**config.mk**
```make
export PLATFORM = sky130hd
export DESIGN_NAME = tone_decoder
export DESIGN_NICKNAME = d
export VERILOG_FILES = /design/src/rtl/simplepiano_pkg.sv /design/src/rtl/tone_period_meter.sv /design/src/rtl/tone_decoder.sv
export SDC_FILE = /design/constraint.sdc
export NUM_CORES = 1
export LEC_CHECK = 0
export CAP_MARGIN = 20
export CORE_MARGIN = 5
export CORE_UTILIZATION = 60
export CTS_CLUSTER_DIAMETER = 150
export DETAILED_ROUTE_END_ITERATION = 7
export PLACE_DENSITY = 0.82
export SLEW_MARGIN = 5
export SYNTH_ARGS = -nofsm -noshare
export SYNTH_HDL_FRONTEND = slang
export SYNTH_SLANG_ARGS = --single-unit
```
**constraint.sdc**
```tcl
create_clock -name clk -period 4.15 [get_ports clk]
set_input_delay 0.6225 -clock clk [delete_from_list [all_inputs] [get_ports clk]]
set_output_delay 0.6225 -clock clk [all_outputs]
set_load 0.01 [all_outputs]
```
**src/rtl/simplepiano_pkg.sv**
```systemverilog
// Shared constants and types for the tone decoder: note thresholds, silence encoding, FSM states.
package simplepiano_pkg;

   // Lower bound of each note band for a working value normalised into [31474, 65535*2).
   localparam logic [11:0][15:0] NOTE_THRESH = {
      16'd31474, 16'd33346, 16'd35328, 16'd37429, 16'd39655, 16'd42013,
      16'd44511, 16'd47158, 16'd49962, 16'd52933, 16'd56080, 16'd59415
   };

   localparam logic [3:0] NO_NOTE    = 4'hF;
   localparam logic [3:0] LAST_NOTE  = 4'd11;
   localparam logic [2:0] MAX_OCTAVE = 3'd7;

   typedef enum logic [1:0] {
      StIdle,
      StNorm,
      StScan,
      StCommit
   } dec_state_e;

   function automatic logic [16:0] thresh(input logic [3:0] n);
      logic [16:0] t;
      case (n)
         4'd0:    t = {1'b0, NOTE_THRESH[0]};
         4'd1:    t = {1'b0, NOTE_THRESH[1]};
         4'd2:    t = {1'b0, NOTE_THRESH[2]};
         4'd3:    t = {1'b0, NOTE_THRESH[3]};
         4'd4:    t = {1'b0, NOTE_THRESH[4]};
         4'd5:    t = {1'b0, NOTE_THRESH[5]};
         4'd6:    t = {1'b0, NOTE_THRESH[6]};
         4'd7:    t = {1'b0, NOTE_THRESH[7]};
         4'd8:    t = {1'b0, NOTE_THRESH[8]};
         4'd9:    t = {1'b0, NOTE_THRESH[9]};
         4'd10:   t = {1'b0, NOTE_THRESH[10]};
         4'd11:   t = {1'b0, NOTE_THRESH[11]};
         default: t = '1;
      endcase
      return t;
   endfunction

endpackage

```
**src/rtl/tone_period_meter.sv**
```systemverilog
// Synchronises tone_in, detects rising edges and measures edge-to-edge period in clk cycles.
module tone_period_meter
   import simplepiano_pkg::*;
(
   input  logic        clk,
   input  logic        rst_n,
   input  logic        ena,
   input  logic        tone_in,
   output logic        per_stb,
   output logic [15:0] per_val,
   output logic        timeout
);

   logic        sync1_q, sync2_q, prev_q;
   logic        armed_q, armed_d;
   logic [15:0] cnt_q, cnt_d;
   logic        rise;

   assign rise    = sync2_q & ~prev_q;
   assign per_val = cnt_q;

   always_comb begin
      armed_d = armed_q;
      cnt_d   = cnt_q;
      per_stb = 1'b0;
      timeout = 1'b0;
      if (!ena) begin
         armed_d = 1'b0;
         cnt_d   = '0;
      end else begin
         timeout = armed_q && (cnt_q == 16'hFFFF);
         // A rise coinciding with timeout only re-arms; the saturated count is not a period.
         if (rise) begin
            armed_d = 1'b1;
            cnt_d   = 16'd1;
            per_stb = armed_q && !timeout;
         end else if (timeout) begin
            armed_d = 1'b0;
         end else if (armed_q) begin
            cnt_d = cnt_q + 16'd1;
         end
      end
   end

   always_ff @(posedge clk or negedge rst_n) begin
      if (!rst_n) begin
         sync1_q <= 1'b0;
         sync2_q <= 1'b0;
         prev_q  <= 1'b0;
         armed_q <= 1'b0;
         cnt_q   <= '0;
      end else begin
         sync1_q <= tone_in;
         sync2_q <= sync1_q;
         prev_q  <= sync2_q;
         armed_q <= armed_d;
         cnt_q   <= cnt_d;
      end
   end

endmodule

```
**src/rtl/tone_decoder.sv**
```systemverilog
// Decodes a square-wave tone period into note/octave, requiring two matching measurements.
module tone_decoder
   import simplepiano_pkg::*;
(
   input  logic        clk,
   input  logic        rst_n,
   input  logic        ena,
   input  logic        tone_in,
   output logic [3:0]  note,
   output logic [3:0]  octave,
   output logic        valid,
   output logic        note_stb,
   output logic [15:0] period
);

   logic        per_stb;
   logic [15:0] per_val;
   logic        to_pulse;

   tone_period_meter u_meter (
      .clk     (clk),
      .rst_n   (rst_n),
      .ena     (ena),
      .tone_in (tone_in),
      .per_stb (per_stb),
      .per_val (per_val),
      .timeout (to_pulse)
   );

   dec_state_e  state_q, state_d;
   logic [16:0] w_q, w_d;
   logic [2:0]  oct_q, oct_d;
   logic [3:0]  idx_q, idx_d;
   logic        oor_q, oor_d;
   logic [3:0]  cand_note_q, cand_note_d;
   logic [2:0]  cand_oct_q, cand_oct_d;
   logic        cand_vld_q, cand_vld_d;
   logic [3:0]  note_q, note_d;
   logic [3:0]  octave_q, octave_d;
   logic        valid_q, valid_d;
   logic        stb_q, stb_d;
   logic [15:0] period_q, period_d;
   logic [16:0] w_sh;
   logic [2:0]  oct_inc;

   assign w_sh    = w_q << 1;
   assign oct_inc = oct_q + 3'd1;

   always_comb begin
      state_d     = state_q;
      w_d         = w_q;
      oct_d       = oct_q;
      idx_d       = idx_q;
      oor_d       = oor_q;
      cand_note_d = cand_note_q;
      cand_oct_d  = cand_oct_q;
      cand_vld_d  = cand_vld_q;
      note_d      = note_q;
      octave_d    = octave_q;
      valid_d     = valid_q;
      period_d    = period_q;

      if (!ena || to_pulse) begin
         state_d    = StIdle;
         note_d     = NO_NOTE;
         octave_d   = '0;
         valid_d    = 1'b0;
         cand_vld_d = 1'b0;
      end else begin
         unique case (state_q)
            StIdle: begin
               if (per_stb) begin
                  period_d = per_val;
                  w_d      = {1'b0, per_val};
                  oct_d    = '0;
                  idx_d    = '0;
                  oor_d    = 1'b0;
                  state_d  = StNorm;
               end
            end
            StNorm: begin
               // Shift and decide exit in the same cycle so 7 shifts cost 7 cycles.
               if (w_q < thresh(LAST_NOTE) && oct_q < MAX_OCTAVE) begin
                  w_d   = w_sh;
                  oct_d = oct_inc;
                  oor_d = w_sh < thresh(LAST_NOTE);
                  if (!oor_d || oct_inc == MAX_OCTAVE) state_d = StScan;
               end else begin
                  oor_d   = w_q < thresh(LAST_NOTE);
                  state_d = StScan;
               end
            end
            StScan: begin
               if (oor_q || w_q >= thresh(idx_q) || idx_q == LAST_NOTE) begin
                  state_d = StCommit;
               end else begin
                  idx_d = idx_q + 4'd1;
               end
            end
            StCommit: begin
               state_d = StIdle;
               if (oor_q) begin
                  note_d     = NO_NOTE;
                  octave_d   = '0;
                  valid_d    = 1'b0;
                  cand_vld_d = 1'b0;
               end else if (cand_vld_q && cand_note_q == idx_q && cand_oct_q == oct_q) begin
                  note_d   = idx_q;
                  octave_d = {1'b0, oct_q};
                  valid_d  = 1'b1;
               end else begin
                  cand_note_d = idx_q;
                  cand_oct_d  = oct_q;
                  cand_vld_d  = 1'b1;
               end
            end
            default: state_d = StIdle;
         endcase
      end

      stb_d = (note_d != note_q) || (octave_d != octave_q) || (valid_d != valid_q);
   end

   always_ff @(posedge clk or negedge rst_n) begin
      if (!rst_n) begin
         state_q     <= StIdle;
         w_q         <= '0;
         oct_q       <= '0;
         idx_q       <= '0;
         oor_q       <= 1'b0;
         cand_note_q <= NO_NOTE;
         cand_oct_q  <= '0;
         cand_vld_q  <= 1'b0;
         note_q      <= NO_NOTE;
         octave_q    <= '0;
         valid_q     <= 1'b0;
         stb_q       <= 1'b0;
         period_q    <= '0;
      end else begin
         state_q     <= state_d;
         w_q         <= w_d;
         oct_q       <= oct_d;
         idx_q       <= idx_d;
         oor_q       <= oor_d;
         cand_note_q <= cand_note_d;
         cand_oct_q  <= cand_oct_d;
         cand_vld_q  <= cand_vld_d;
         note_q      <= note_d;
         octave_q    <= octave_d;
         valid_q     <= valid_d;
         stb_q       <= stb_d;
         period_q    <= period_d;
      end
   end

   assign note     = note_q;
   assign octave   = octave_q;
   assign valid    = valid_q;
   assign note_stb = stb_q;
   assign period   = period_q;

endmodule

```
Yosys cells after proc, flatten, opt, wreduce, memory -nomap -nowiden

Memories as Yosys holds them, arrays and structs flattened.
Cells that the tools add are included.

Register bits after elaboration: 81
Bits in read-only memories: 272
Bits of input ports: 4
Output and inout bits: 26
Word-level logic and storage cells: 124
Memories kept: 1

Add/subtract/negate cells: 3
Magnitude comparators: 4
Equal/unequal tests: 21
Mux-type cells: 46
Bitwise gates (word level): 5
Reduce and logical (&&, ||, !) cells: 26

Memories:

| name             | depth | bits a word | rd ports | clocked after Yosys merged registers in | wr ports | RTL line              | text |
|---|---|---|---|---|---|---|---|
| (name not given) | 16    | 17          | 1        | 0                                       | 0        | simplepiano_pkg.sv:23 | `case (n)` |

Operators by type and width:

| kind                  | number |
|---|---|
| $mux 17               | 4 |
| $mux 16               | 4 |
| $mux 4                | 10 |
| $lt 17x15->1 const B  | 2 |
| $pmux 17 s2           | 1 |
| $ge 17x17->1          | 1 |
| $add 16x1->16 const B | 1 |
| $eq 16x16->1 const B  | 1 |
| $mux 1                | 16 |
| $reduce_and 4->1      | 3 |
| $mux 2                | 5 |
| $ne 3x3->1 const B    | 3 |
| $reduce_and 3->1      | 3 |
| $ne 4x4->1            | 2 |
| $pmux 2 s4            | 1 |
| $pmux 4 s2            | 1 |
| $logic_or 1x1->1      | 6 |
| $mux 3                | 2 |
| $ne 2x2->1 const B    | 3 |
| $ne 3x1->1 const B    | 2 |
| $pmux 3 s2            | 1 |
| $reduce_bool 2->1     | 3 |
| $logic_and 1x1->1     | 5 |
| $add 4x1->4 const B   | 1 |
| 17 further kinds      | 24 |

Longest topological paths before layout

Depth in word-level cells: 11
Gate-level depth with buffers: 13
Gate-level depth less buffers: 12

By module

A second synthesis with hierarchy kept.

Cells, all modules: 492
Area, all modules: 4,864.7 µm²

By module, submodules not included:

| module            | instances | cells each | area each (µm²) | sequential area each (µm²) |
|---|---|---|---|---|
| tone_decoder      | 1         | 373        | 3,769.9         | 1,536.5 |
| tone_period_meter | 1         | 119        | 1,094.8         | 500.5 |

Worst setup path before layout

Ideal clock, no wire load.

Path kind: reg-to-reg
Start: register idx_q[0]
End: register idx_q[0]
Library setup time: 0.069 ns
Arrival: 2.829 ns
Data required time: 4.081 ns
Setup slack: 1.252 ns
Stages on the path, launching flop included: 14
Path buffers: 2
Clock period less this slack: 2.898 ns
Path through: dfrtp_1 buf_2 inv_1 ha_1 clkbuf_1 a21oi_1 o21ai_0 ha_1 a21oi_1 o21a_1 a2bb2oi_1 nand4_1 or4_1 nand3_1

Cells in the longest elaborated chain, start to end: 8
Elaborated cells on any way between the ends: 12
Those cells by class: add/sub: 1; order compare: 1; eq/ne: 2; mux: 4; reduce/logical: 3; memory: 1

RTL lines:

| item                              | RTL line            | text |
|---|---|---|
| start, declared                   | tone_decoder.sv:33  | `logic [3:0] idx_q, idx_d;` |
| start signal, assigned            | tone_decoder.sv:143 | `idx_q <= idx_d;` |
| $mem_v2 16x17                     | --                  |  |
| $mux 17                           | tone_decoder.sv:70  | `unique case (state_q)` |
| $mux 17                           | tone_decoder.sv:63  | `if (!ena \|\| to_pulse) begin` |
| $ge 17x17->1                      | tone_decoder.sv:94  | `if (oor_q \|\| w_q >= thresh(idx_q) \|\| idx_q == LAST_NOTE) begin` |
| $logic_or 1x1->1 (2 in series)    | tone_decoder.sv:94  |  |
| $ne 2x2->1 (no source line)       | --                  |  |
| $reduce_and 4->1 (no source line) | --                  |  |

Several ways; a longest one is shown, not always the timed one. The select of a mux whose other input is x is not followed.
A chain may end at the register's enable or synchronous reset.

Worst setup path in the final report

Same ends and word-level chain as after synthesis.

==> flow_summary_export.csv <==
group,metric,value,unit
global_routing,grt_max_degree,82,
worst_setup_path,start_kind,"flop",
worst_setup_path,critical_path.endpoint_type,"flop",
routing,first_pass_iters,5,
global_routing,grt_pass1_vias,3758,
routing,drt-initial-drc-count,297,
timing,skew,0.0113,ns
synth,synth-edff-count,0,
timing,post-route-period-util,0.812,
clock_network,clkSlewWorstSetupHoldPaths,0.08,ns
floorplan,die_w,99.4,microns
finish,num_antenna_cells,0,
synth,ys_warn_count,0,
floorplan,die_area,9880,sq um
synth,yosysMostFrequentCell,"dfrtp_1",
worst_setup_path,crit_start,"idx_q[0]",
floorplan,ios,30,
global_routing,grt_util_all_layers,0.230,
worst_setup_path,r2r_setup_slack,0.78,ns
clock_network,cts_num_sinks,81,
timing,tightest_slew,0.826,ns
floorplan,initial_utilization,0.617,
clock_network,clock-root-buffer,"clkbuf_8",
worst_setup_path,crit_fanout,13,
routing,vias,3734,
worst_setup_path,rr_endpoint,"idx_q[0]",
worst_setup_path,worstPathArrival,3.66,ns
timing,setup_viol,0,
clock_network,htree_levels,3,
power_and_ir_drop,leakage,2.29,nW
routing,routed_wl,10.7,mm
timing,min_period,3.37,ns
synth,synth_top_area_cell,"dfrtp_1",
floorplan,die_h,99.4,microns
power_and_ir_drop,power.density,433,nW/um^2
clock_network,cts-hold-fix-buffers,0,
worst_setup_path,worstSetupPathType,"reg -> reg",
worst_setup_path,crit_family,"simple AND/OR/NAND/NOR gates",
place,io_buffers,29,
timing,holdWs,0.0822,ns
power_and_ir_drop,vdd_drop_max,0.273,mV
timing,finalHoldViolations,0,
timing,clock.fmax,297,MHz
place,place_hpwl,7.47,mm
place,place.gp.congestion,0.865,
worst_setup_path,crit_slowest_cell,"dfrtp_1",
clock_network,numCtsBuffers,9,
finish,multi_input_area,2560,sq um
worst_setup_path,rr_startpoint,"idx_q[0]",
synth,synthTopCellsByArea,"dfrtp_1, ha_1, mux2_2, dfstp_2, mux2i_1",
synth,netlist_top_cells_count,"dfrtp_1, nand2_1, o21ai_0",
finish,layout.nets,540,
clock_network,clk_latency,0.36,ns
job,cap_violations,0,
floorplan,core-area,7770,sq um
routing,route.detailed.drc,0,
synth,synth-seq-cells,81,
routing,wl_per_cell,17.5,microns
global_routing,antenna_found_initial,0,
global_routing,grt_overflow,0,
finish,regArea,2040,sq um
finish,drive_above_1_share,0.120,
finish,area_growth,11.1,%
synth,netlist.area_leader.share,0.381,
worst_setup_path,worstPathRequired,4.44,ns
global_routing,grt_pass1_wl,18.6,mm
finish,filler_cell_count,582,
synth,syn_area,4790,sq um
floorplan,rows,32,
clock_network,post_cts_buffers,0,
synth,yosys_most_used_dff,"dfrtp_1",
hold_path,hp-class,"in -> async",
clock_network,clockBufferDepth,2,
clock_network,cts_tree,"done",
synth,ys_seq_area_frac,0.425,
synth,avgSynthCellArea,9.93,sq um
timing,fin_tns_setup,0,ns
routing,route.detailed.vias_per_inst,6.11,
timing,grt_setup_unrepaired,"false",
synth,synthArstFlopShare,1.00,
clock_network,cts_resized,0,
timing,drv_slew,0,
outcome,status,"complete, no violations",
synth,synth_fp_nets,519,
synth,synth_cell_type_count,61,
synth,synthesis.instances,483,
worst_setup_path,max_stage_delay,0.58,ns
worst_setup_path,path_buf_inv,1,
worst_setup_path,reg2reg_depth,11,
timing,maxSlewHeadroom,0.447,
routing,detail-route-antenna-nets,0,
worst_setup_path,crit_chain,"inv_1 -> ha_1 -> a21oi_1 -> o21ai_0 -> ha_1 -> a21oi_1 -> o21a_1 -> a2bb2oi_1 -> nand4_1 -> or4_1 -> nand3_1",
-- where the power goes --
| part | leakage [nW] | switching (W) | internal [W] |
|---|---|---|---|
| Combinational | 1.12 | 0.000511 | 0.000321 |
| Clock | 0.0846 | 0.000289 | 0.000249 |
| Sequential | 1.09 | 0.000101 | 0.000836 |
| Total | 2.29 | 0.000901 | 0.00141 |
-- worst max-delay path by stage --
stage / end / cells after the start / slack [ns]
finish: idx_q[0] / 11 / 0.78
global route: state_q[0] / 11 / 0.48
CTS: state_q[1] / 11 / 0.83
detailed placement: state_q[1] / 11 / 0.84
global placement: idx_q[0] / 11 / 1.03
floorplan: idx_q[0] / 13 / 1.25
-- state kept, by name (all words and copies together) (netlist names), 2 cells and up --
register	count
u_meter.per_val	16
oct_q	3
cand_note_q	4
idx_q	4
period	16
w_q	17
octave	4
state_q	2
cand_oct_q	3
note	4
-- area by class of cell --
| class | count | area share |
|---|---|---|
| tap | 102 | 0.0240 |
| sequential | 81 | 0.382 |
| inverter | 19 | 0.0134 |
| timing repair buffer | 34 | 0.0648 |
| clock inverter | 4 | 0.00517 |
| clock buffer | 12 | 0.0291 |
| multi-input combinational | 359 | 0.481 |
-- kinds of logic (layout without fill, tap and decap cells) --
| logic type | Yosys count | after routing | synth area share |
|---|---|---|---|
| simple gates | 150 | 150 | 0.160 |
| compound gates | 110 | 110 | 0.151 |
| buf+inv | 43 | 69 | 0.0404 |
| flops | 81 | 81 | 0.425 |
| xor+xnor | 23 | 23 | 0.0420 |
| fa+ha+maj | 32 | 32 | 0.0835 |
| mux | 44 | 44 | 0.0984 |
-- cell usage in the layout, fill, tap and decap left out, types with 18 or more instances in the layout --
cell type	count
a21oi_1	18
clkdlybuf4s50_1	28
nor2_1	29
nand2_1	48
mux2i_1	19
mux2_2	25
ha_1	32
o21ai_0	33
dfrtp_1	73
-- worst reg2reg max path, cell delays in order, from the launching register on --
cell and delay, ns:
dfrtp_1 0.58, inv_1 0.24, ha_1 0.47, a21oi_1 0.10, o21ai_0 0.19, ha_1 0.28
a21oi_1 0.16, o21a_1 0.15, a2bb2oi_1 0.15, nand4_1 0.36, or4_1 0.54, nand3_1 0.09
-- metrics by stage --
step / total power [W] / instances / setup slack [ns] / utilization / instance area (sq um)
2_1_floorplan: 0.00157 / 483 / 1.25 / - / 4790
3_3_place_gp: 0.00173 / 594 / 1.03 / 0.659 / 5120
3_5_place_dp: 0.00176 / 594 / 0.840 / 0.659 / 5120
4_1_cts: 0.00230 / 610 / 0.833 / 0.682 / 5300
5_1_grt: 0.00247 / 611 / 0.475 / 0.686 / 5330
6_report: 0.00231 / 611 / 0.781 / 0.686 / 5330
-- metal layers --
layer	wire length (microns)	track usage
met4	106	0.0693
met3	575	0.0519
met1	4970	0.335
met5	0	0
met2	5020	0.344
Note: power is estimated with default switching activity, not from simulation.
